File: src/rtl/mem_store_unit.sv
// mem_store_unit: store-side lane placement and memory write handshake.
// Places STB/STW data on the correct byte lane of the 16-bit memory word,
// builds the byte-enable mask and drives mem_write until mem_resp or timeout.
// Optional feature macro: STORE_ALIGN_CHECK_EN (word store to odd address aborts
// with error instead of writing).
module mem_store_unit #(
  parameter int unsigned TIMEOUT = 255
) (
  input  logic        clk,
  input  logic        rst_n,
  input  logic        req_valid,
  output logic        req_ready,
  input  logic [15:0] req_addr,
  input  logic [15:0] req_data,
  input  logic        req_byte,
  output logic        done,
  output logic        error,
  output logic [15:0] mem_address,
  output logic [15:0] mem_wdata,
  output logic [1:0]  mem_byte_enable,
  output logic        mem_write,
  input  logic        mem_resp
);

  typedef enum logic [1:0] {
    S_IDLE,
    S_WRITE,
    S_DONE
  } state_t;

  state_t      state;
  logic [7:0]  tmo_cnt;
  logic        timeout_hit;
  logic        misalign;
  logic [15:0] lane_data;
  logic [1:0]  lane_be;

  // Abort condition: last permitted WRITE cycle reached with no response
  always_comb begin
    timeout_hit = (TIMEOUT != 0) && (tmo_cnt == 8'(TIMEOUT - 1));
  end

  // Word store to an odd address (only flagged when the alignment check is built in)
  always_comb begin
`ifdef STORE_ALIGN_CHECK_EN
    misalign = !req_byte && req_addr[0];
`else
    misalign = 1'b0;
`endif
  end

  // Lane placement: bytes are replicated to both lanes, the mask selects one
  always_comb begin
    lane_data = req_data;
    lane_be   = 2'b11;
    if (req_byte) begin
      lane_data = {req_data[7:0], req_data[7:0]};
      lane_be   = req_addr[0] ? 2'b10 : 2'b01;
    end
  end

  // Control FSM with registered outputs and the WRITE timeout counter
  always_ff @(posedge clk or negedge rst_n) begin
    if (!rst_n) begin
      state           <= S_IDLE;
      tmo_cnt         <= '0;
      req_ready       <= 1'b1;
      done            <= 1'b0;
      error           <= 1'b0;
      mem_address     <= '0;
      mem_wdata       <= '0;
      mem_byte_enable <= '0;
      mem_write       <= 1'b0;
    end else begin
      case (state)
        S_IDLE: begin
          done  <= 1'b0;
          error <= 1'b0;
          if (req_valid && req_ready) begin
            mem_address     <= {req_addr[15:1], 1'b0};
            mem_wdata       <= lane_data;
            mem_byte_enable <= lane_be;
            req_ready       <= 1'b0;
            tmo_cnt         <= '0;
            if (misalign) begin
              done  <= 1'b1;
              error <= 1'b1;
              state <= S_DONE;
            end else begin
              mem_write <= 1'b1;
              state     <= S_WRITE;
            end
          end
        end
        S_WRITE: begin
          tmo_cnt <= tmo_cnt + 8'd1;
          // A response on the final timeout edge takes priority over the abort
          if (mem_resp) begin
            mem_write <= 1'b0;
            done      <= 1'b1;
            error     <= 1'b0;
            state     <= S_DONE;
          end else if (timeout_hit) begin
            mem_write <= 1'b0;
            done      <= 1'b1;
            error     <= 1'b1;
            state     <= S_DONE;
          end
        end
        S_DONE: begin
          done      <= 1'b0;
          error     <= 1'b0;
          req_ready <= 1'b1;
          state     <= S_IDLE;
        end
        default: begin
          state     <= S_IDLE;
          req_ready <= 1'b1;
          mem_write <= 1'b0;
          done      <= 1'b0;
          error     <= 1'b0;
        end
      endcase
    end
  end

endmodule
File: config.mk
export PLATFORM = sky130hd
export DESIGN_NAME = mem_store_unit
export DESIGN_NICKNAME = d
export VERILOG_FILES = /design/src/rtl/mem_store_unit.sv
export SDC_FILE = /design/constraint.sdc
export NUM_CORES = 1
export LEC_CHECK = 0
export CORE_MARGIN = 3
export CORE_UTILIZATION = 35
export DETAILED_ROUTE_END_ITERATION = 7
export MAX_ROUTING_LAYER = met4
export PLACE_DENSITY = 0.65
export SETUP_SLACK_MARGIN = 0.5
export SYNTH_ARGS = -nofsm -noshare
export SYNTH_HDL_FRONTEND = slang
export SYNTH_SLANG_ARGS = --single-unit
File: constraint.sdc
create_clock -name clk -period 2.6 [get_ports clk]
set_input_delay 0.52 -clock clk [delete_from_list [all_inputs] [get_ports clk]]
set_output_delay 0.52 -clock clk [all_outputs]
set_load 0.005 [all_outputs]
# [Yosys cells after proc, flatten, opt, wreduce, memory -nomap -nowiden]
# Cells that the tools add are included.
[word_totals] in_bits=37 mem_bits_rw=0 elab_cells=45 mem_count=0 mem_bits_ro=0 reg_bits=47 latchBits=0 out_inout_bits=38
[classes] reduce_logical=8 mul=0 n_addsub=1 order_cmp=0 shift=0 muxes=20 div=0 eq_ne=5 bitwise=2
[ops] operator="$mux W16" count=1
[ops] operator="$pmux W8 S2" count=1
[ops] operator="$mux W2" count=5
[ops] operator="$mux W1" count=9
[ops] operator="$add A8 B1 Y8 const B" count=1
[ops] operator="$eq A8 B8 Y1 const B" count=1
[ops] operator="$mux W8" count=1
[ops] operator="$reduce_and A2 Y1" count=4
[ops] operator="$pmux W2 S2" count=1
[ops] operator="$ne A3 B3 Y1 const B" count=1
[ops] operator="$pmux W1 S3" count=1
[ops] operator="$reduce_and A3 Y1" count=1
[ops] operator="$eq A2 B1 Y1 const B" count=1
[ops] operator="$eq A2 B2 Y1 const B" count=1
[ops] operator="$logic_not A2 Y1" count=1
[ops] operator="$ne A2 B2 Y1 const B" count=1
[ops] operator="$not A1 Y1" count=2
[ops] operator="$pmux W1 S2" count=1
[ops] operator="$reduce_bool A2 Y1" count=1
[ops] operator="$logic_and A1 B1 Y1" count=1

# [Depth between registers and ports, before layout]
# Gate-level depths: netlist (run 1).
[logic_depth] depth_word=4 ltp_mapped=5 mapped_depth_nobuf=5

# [Least setup slack after synthesis (run 1)]
# OpenSTA, ideal clock, no wires.
[synth_timing] path_type="register to register" start="register req_ready" end="register tmo_cnt[3]" arrival_ps=1103 t_required_ps=2482 path_stages_with_launch=5 setup_time_ps=118 slack_ps=1379 path_buffers=1 period_less_slack_ps=1221 path_cell_list="dfstp_2 -> and4bb_1 -> buf_6 -> a21oi_1 -> a21o_1"
[synth_via] elab_chain_cells=3
[synth_rtl] item="start, declared" line="12" text="output logic req_ready,"
[synth_rtl] item="start signal, assigned" line="67" text="req_ready <= 1'b1;"
[synth_rtl] item="start signal, assigned" line="83" text="req_ready <= 1'b0;"
[synth_rtl] item="start signal, assigned" line="113" text="req_ready <= 1'b1;"
[synth_rtl] item="$logic_and A1 B1 Y1" line="79" text="if (req_valid && req_ready) begin"
[synth_rtl] item="$ne A2 B2 Y1 (no line)"
[synth_rtl] item="$reduce_and A2 Y1 (no line)"
[synth_rtl] item="end signal, assigned" line="96" text="tmo_cnt <= tmo_cnt + 8'd1;"
[synth_rtl] item="end, declared" line="32" text="logic [7:0] tmo_cnt;"
# Every way passes these cells.
# A chain may end at the register's enable or synchronous reset.

# [Worst setup path after layout (run 1)]
[layout_timing] start="register req_ready" end="output req_ready"
# No word-level cell between the ends.

==> metrics.yaml, run 1 <==
logic_synthesis:
  syn_area_um2: 2080
  ys_warn_count: 0
  synthTopCellsByArea: "dfrtp_1 55%, nand2_1 15%, mux2i_1 4.8%"
  synth_top_area_cell: "dfrtp_1"
  synth_seq_cells: 47
  syn_inst: 207
  synth_compound_area_share_pct: 7.53
  seq_area_frac_synth_pct: 56.7
  synth_xor_area_share_pct: 0
  synth_adder_area_share_pct: 1.21
  synth.distinct_cells: 33
  synth_nets: 246
  synthMuxAreaShare_pct: 6.63
  syn_avg_cell_area_um2: 10.0
  synth_top_family_by_area: "simple AND/OR/NAND/NOR gates"
  yosys.area_share.simple_pct: 22.1
  netlist.area_leader.share_pct: 55.5
place:
  placed_area_um2: 2830
  port_buffers: 73
  dpl.cell_count: 346
  place_congestion: 0.781
  dp_hpwl_um: 3300
finish:
  antennaDiodeCount: 0
  final_core_util_pct: 52.0
  syn_to_final_growth_pct: 40.5
  final_common_cell: "nand2_1"
  finalNonFillerCells: 354
  multiInputGateArea_um2: 786
  nNetsFinal: 320
  seq_area_um2: 1180
  mostFrequentLayoutCells: "83 x nand2_1, 72 x clkdlybuf4s50_1, 46 x dfrtp_1, 10 x mux2i_1"
  n_fill_cell: 559
  final_area_um2: 2920
  drive_gt1_share_pct: 7.09
pwr:
  ir_drop_mv: 0.460
  p_total_w: 0.00281
  p_leak_nw: 1.37
  power_density_nw_per_um2: 962
setup_path:
  critPathMaxStageDelay_ns: 0.58
  reg2reg_depth: 4
  crit_family: "flip-flops"
  worst-path-buf-inv: 1
  cp.arrival_ns: 1.38
  worstReg2RegStart: "state[0]"
  crit_required_ns: 2.08
  crit_chain: "clkdlybuf4s50_1"
  start_kind: "flop"
  slowest_stage: "dfstp_2"
  reg2reg_to: "tmo_cnt[6]"
  crit_type: "reg -> out"
  critPathMaxFanout: 5
  r2r_setup_slack_ns: 1.19
  critPathCaptureType: "output port"
sta:
  period_needed_ns: 1.90
  fin_skew_ns: 0.00265
  tightestPinTransition_ns: 0.593
  hold_viol: 0
  final.setup.tns_ns: 0
  rsz0062_at_grt: "no"
  drv_slew: 0
  slew_headroom_pct: 60.3
  max_freq_mhz: 526
  finalSetupViolCount: 0
  period_share_pct: 73.1
drt:
  dr.pass1.iters: 4
  vias: 1664
  drt_iter0_markers: 85
  ant_nets: 0
  routed_wl_um: 4490
  drc_errors: 0
  routed-wl-met2_um: 1990
  post_drt_wl_per_cell_um: 12.7
  top_layer_used: "met4"
  post_drt_via_cell_ratio: 4.70
  route.met3.wl_um: 351
  met1Wirelength_um: 2100
clock_tree:
  cts.sinks: 47
  root_buffer: "clkbuf_8"
  post_cts_buffers: 0
  clk_pin_slew_worst_paths_ns: 0.08
  cts.repair.resized: 0
  cts_tree: "built"
  clock_latency_ns: 0.29
  htreeDepth: 2
  cts-hold-fix-buffers: 0
  cts_made_buffers: 5
  cts_buffer_depth: 2
global_routing:
  gr-total-overflow: 0
  grt.total_usage_pct: 14.3
  grt_pass1_vias: 1647
  grt_max_degree: 47
  grt_antenna_before_repair: 0
  grt_pass1_wl_um: 7940
floorplanning:
  initial_core_util_pct: 37.0
  rows: 27
  core_area_um2: 5610
  die-area_um2: 6890
  fp.dieW_um: 83.0
  io_pins: 75
  die_h_um: 83.0
hold_path:
  hp-class: "in -> async"
flow_run:
  drv_cap: 0
outcome:
  outcome: "completed"
synth_stat cells:
library cell and count:
o21a_1 2, nand2b_4 1, dfrtp_1 46, mux2_4 1
o311ai_2 1, a21o_1 1, a31oi_1 3, buf_4 4
o41ai_2 1, nand2_1 83, ha_1 2, nor2b_1 1
o31a_1 1, and4bb_1 1, buf_6 6, a21oi_1 1
o21ai_0 2, inv_1 4, conb_1 1, o21ai_1 9
o31ai_1 1, and4b_1 1, or3_1 1, mux2i_1 10
nor3_1 2, mux2i_4 1, nand3_1 9, nand4_1 2
clkbuf_2 1, nor2_1 5, dfstp_2 1, nand4bb_1 1
o22ai_1 1
routing by layer:
layer  up-vias  GRT usage [%]
li1        829              -
met1       774           18.7
met2        56           21.4
met3         5           4.76
met4         0           4.01
met5         -              -
how the worst max path moves through the flow:
| stage | slack [ns] | depth (start not counted) | from | to |
|---|---|---|---|---|
| 2_1_floorplan | 1.38 | 4 | req_ready | tmo_cnt[3] |
| 3_3_place_gp | 0.70 | 6 | req_valid | mem_wdata[4] |
| 3_5_place_dp | 0.69 | 3 | req_byte | mem_wdata[11] |
| 4_1_cts | 0.69 | 1 | req_ready | req_ready |
| 5_1_grt | 0.64 | 1 | req_ready | req_ready |
| 6_report | 0.70 | 1 | req_ready | req_ready |
logic make-up after synthesis:
group           after synthesis
compound gates               23
fa+ha+maj                     2
buf+inv                      15
flops                        47
mux                          12
other cells                   1
simple gates                107
state kept, by name, summed over array words and instances, names as in the netlist, 2 cells and up:
register,count
mem_byte_enable,2
state,2
mem_wdata,16
tmo_cnt,8
mem_address,15
per-stage QoR:
stage / hold WS (ns) / worst slack, ns
6_report: 0.208 / 0.699
3_5_place_dp: 0.461 / 0.692
2_1_floorplan: 0.224 / 1.38
5_1_grt: 0.257 / 0.639
4_1_cts: 0.232 / 0.686
3_3_place_gp: 0.457 / 0.701
layout make-up:
cell class                      count  share of cell area, %
Inverter                            4                  0.515
Clock buffer                        6                   2.49
Timing Repair Buffer               78                   26.2
Multi-Input combinational cell    145                   26.9
Clock inverter                      2                  0.429
Sequential cell                    47                   40.4
Tap cell                           72                   3.09
report_power, final:
part | internal [W] | total, W | switching, W | leakage, nW
clock | 0.000188 | 0.000423 | 0.000235 | 0.0412
sequential | 0.00104 | 0.00126 | 0.000223 | 0.592
combinational | 0.000684 | 0.00112 | 0.000434 | 0.733
(Power assumes the default switching activity.)
==> run 2: changes to the inputs <==
--- a/config.mk
+++ b/config.mk
@@ -9,7 +9,7 @@
 export CORE_UTILIZATION = 35
 export DETAILED_ROUTE_END_ITERATION = 7
 export MAX_ROUTING_LAYER = met4
-export PLACE_DENSITY = 0.65
+export PLACE_DENSITY = 0.68
 export SETUP_SLACK_MARGIN = 0.5
 export SYNTH_ARGS = -nofsm -noshare
 export SYNTH_HDL_FRONTEND = slang
==> constraint.sdc (replaced) <==
create_clock -name clk -period 1.53 [get_ports clk]
set_input_delay 0.306 -clock clk [delete_from_list [all_inputs] [get_ports clk]]
set_output_delay 0.306 -clock clk [all_outputs]
set_load 0.005 [all_outputs]
==> run 2 against run 1 <==
Compared with the run above:
- via count is 17% higher
- critical path type is now reg -> reg
- die area stayed put
- total power is 110% higher
- sequential power is 71% higher
- combinational power grew to 2.8 times the previous value
==> metrics.yaml, run 2 (synthesis results as in run 1) <==
global_routing:
  grt_pass1_wl_um: 9610
  grt_pass1_vias: 1854
  grt.total_usage_pct: 17.5
  grt_max_degree: 48
  gr-total-overflow: 0
  grt_antenna_before_repair: 0
sta:
  rsz0062_at_grt: "yes"
  fin_skew_ns: 0.00348
  hold_viol: 0
  period_share_pct: 93.0
  max_freq_mhz: 703
  period_needed_ns: 1.42
  drv_slew: 0
  fin_ws_ns: 0.107
  finalSetupViolCount: 0
setup_path:
  cp.arrival_ns: 1.61
  critPathMaxStageDelay_ns: 0.55
  r2r_setup_slack_ns: 0.11
  reg2reg_to: "mem_wdata[13]"
  slowest_stage: "dfstp_2"
  crit_start: "req_ready"
  critPathMaxFanout: 7
  reg2reg_depth: 6
  start_kind: "flop"
  critPathCaptureType: "flop"
  crit_chain: "buf_6 > nand4bb_4 > buf_12 > buf_16 > nand2_4 > o21ai_2"
  crit_type: "reg -> reg"
  worstReg2RegStart: "req_ready"
  crit_required_ns: 1.71
drt:
  ant_nets: 0
  routed_wl_um: 6350
  post_drt_via_cell_ratio: 4.78
  vias: 1953
  dr.pass1.iters: 4
  drt_iter0_markers: 100
  drc_errors: 0
  post_drt_wl_per_cell_um: 15.5
clock_tree:
  htreeDepth: 2
  clk_pin_slew_worst_paths_ns: 0.08
  cts_buffer_depth: 2
  cts_tree: "built"
  root_buffer: "clkbuf_8"
  clock_latency_ns: 0.29
  cts_made_buffers: 5
  cts.sinks: 47
pwr:
  ir_drop_mv: 0.734
  power_density_nw_per_um2: 1650
  p_leak_nw: 1.81
finish:
  largest_register_ffs: 16
  nNetsFinal: 375
  top_register: "mem_wdata"
  final_area_um2: 3610
  mostFrequentLayoutCells: "61 x nand2_1, 43 x buf_4, 42 x dfrtp_1, 37 x buf_2, 35 x clkdlybuf4s50_1"
  syn_to_final_growth_pct: 74.0
  antennaDiodeCount: 0
  top_regs: "mem_wdata x16, mem_address x15, tmo_cnt x8"
  final_common_cell: "nand2_1"
  drive_gt1_share_pct: 47.2
  final_core_util_pct: 64.4
hold_path:
  min_path_cells: 2
  hold_end: "mem_address[5]"
  hp-class: "reg -> reg"
  min_from: "mem_address[5]"
floorplanning:
  io_pins: 75
  rows: 27
  die-area_um2: 6890
  fp.dieW_um: 83.0
  initial_core_util_pct: 37.0
  core_area_um2: 5610
  die_h_um: 83.0
place:
  place_congestion: 0.757
  port_buffers: 73
  placed_area_um2: 2950
  pre_cts_ws_ns: -0.0886
  dp_hpwl_um: 3410
outcome:
  outcome: "completed"
flow_run:
  drv_cap: 0
==> run 2: power breakdown <==
group          total (W)  leakage (nW)  switching (W)  internal (W)
Combinational    0.00308          1.18        0.00129       0.00179
Clock           0.000722        0.0422       0.000401      0.000321
Sequential       0.00216         0.586       0.000380       0.00178
Total            0.00596          1.81        0.00207       0.00389
==> run 2: worst max path at each step <==
stage                                to  cells after the start  slack [ns]
after floorplan              tmo_cnt[3]                      4        0.33
after global placement       tmo_cnt[3]                      5       -0.06
after detailed placement     tmo_cnt[3]                      5       -0.09
after CTS                     req_ready                      1        0.14
after global routing       mem_wdata[9]                      5        0.03
final                     mem_wdata[13]                      6        0.11
==> run 2: what timing repair did <==
action                     4_1_cts  5_1_grt
buffers inserted                22       23
hold buffers                     1        0
hold endpoints to repair        21        0
resized for setup              167       50
pin swaps                        7       14
gates cloned                     3        2
setup endpoints to repair       83       84
==> run 2: metal layers <==
layer  vias up  track usage (%)  wire length [µm]
li1        938                -                 -
met1       952             24.0              2830
met2        58             26.2              3150
met3         5             4.66               330
met4         0             3.57                40
met5         -                -                 0
==> run 2: critical path: cells and delay by family, from the launching register on <==
family	cells	cell delay, ns
DFF	1	0.55
AOI/OAI and AO/OA	1	0.05
and+or+nand+nor	2	0.26
buffers and inverters	3	0.44
==> run 2: layout make-up <==
type / count / area [µm²]
clock buffers: 7 / 76.3
clock inverters: 1 / 5.00
fillers: 457 / 2000
inverters: 4 / 15.0
multi-input cells: 145 / 1050
flip-flops and latches: 47 / 1180
well taps: 72 / 90.1
repair buffers: 133 / 1190
==> run 2: per-stage QoR <==
stage	power [W]	instances	setup TNS [ns]	hold slack (ns)
after global placement	0.00418	350	-0.291	0.308
after floorplan	0.00303	207	0	0.0104
after global routing	0.00639	409	0	0.513
final	0.00596	409	0	0.471
after CTS	0.00515	384	0	0.477
after detailed placement	0.00424	350	-0.797	0.312
==> run 3: changes to the inputs <==
--- a/config.mk
+++ b/config.mk
@@ -5,6 +5,7 @@
 export SDC_FILE = /design/constraint.sdc
 export NUM_CORES = 1
 export LEC_CHECK = 0
+export ABC_AREA = 0
 export CORE_MARGIN = 3
 export CORE_UTILIZATION = 35
 export DETAILED_ROUTE_END_ITERATION = 7
==> results of run 3 <==
No change in the layout: final DEF, timing and power equal those of run 2.
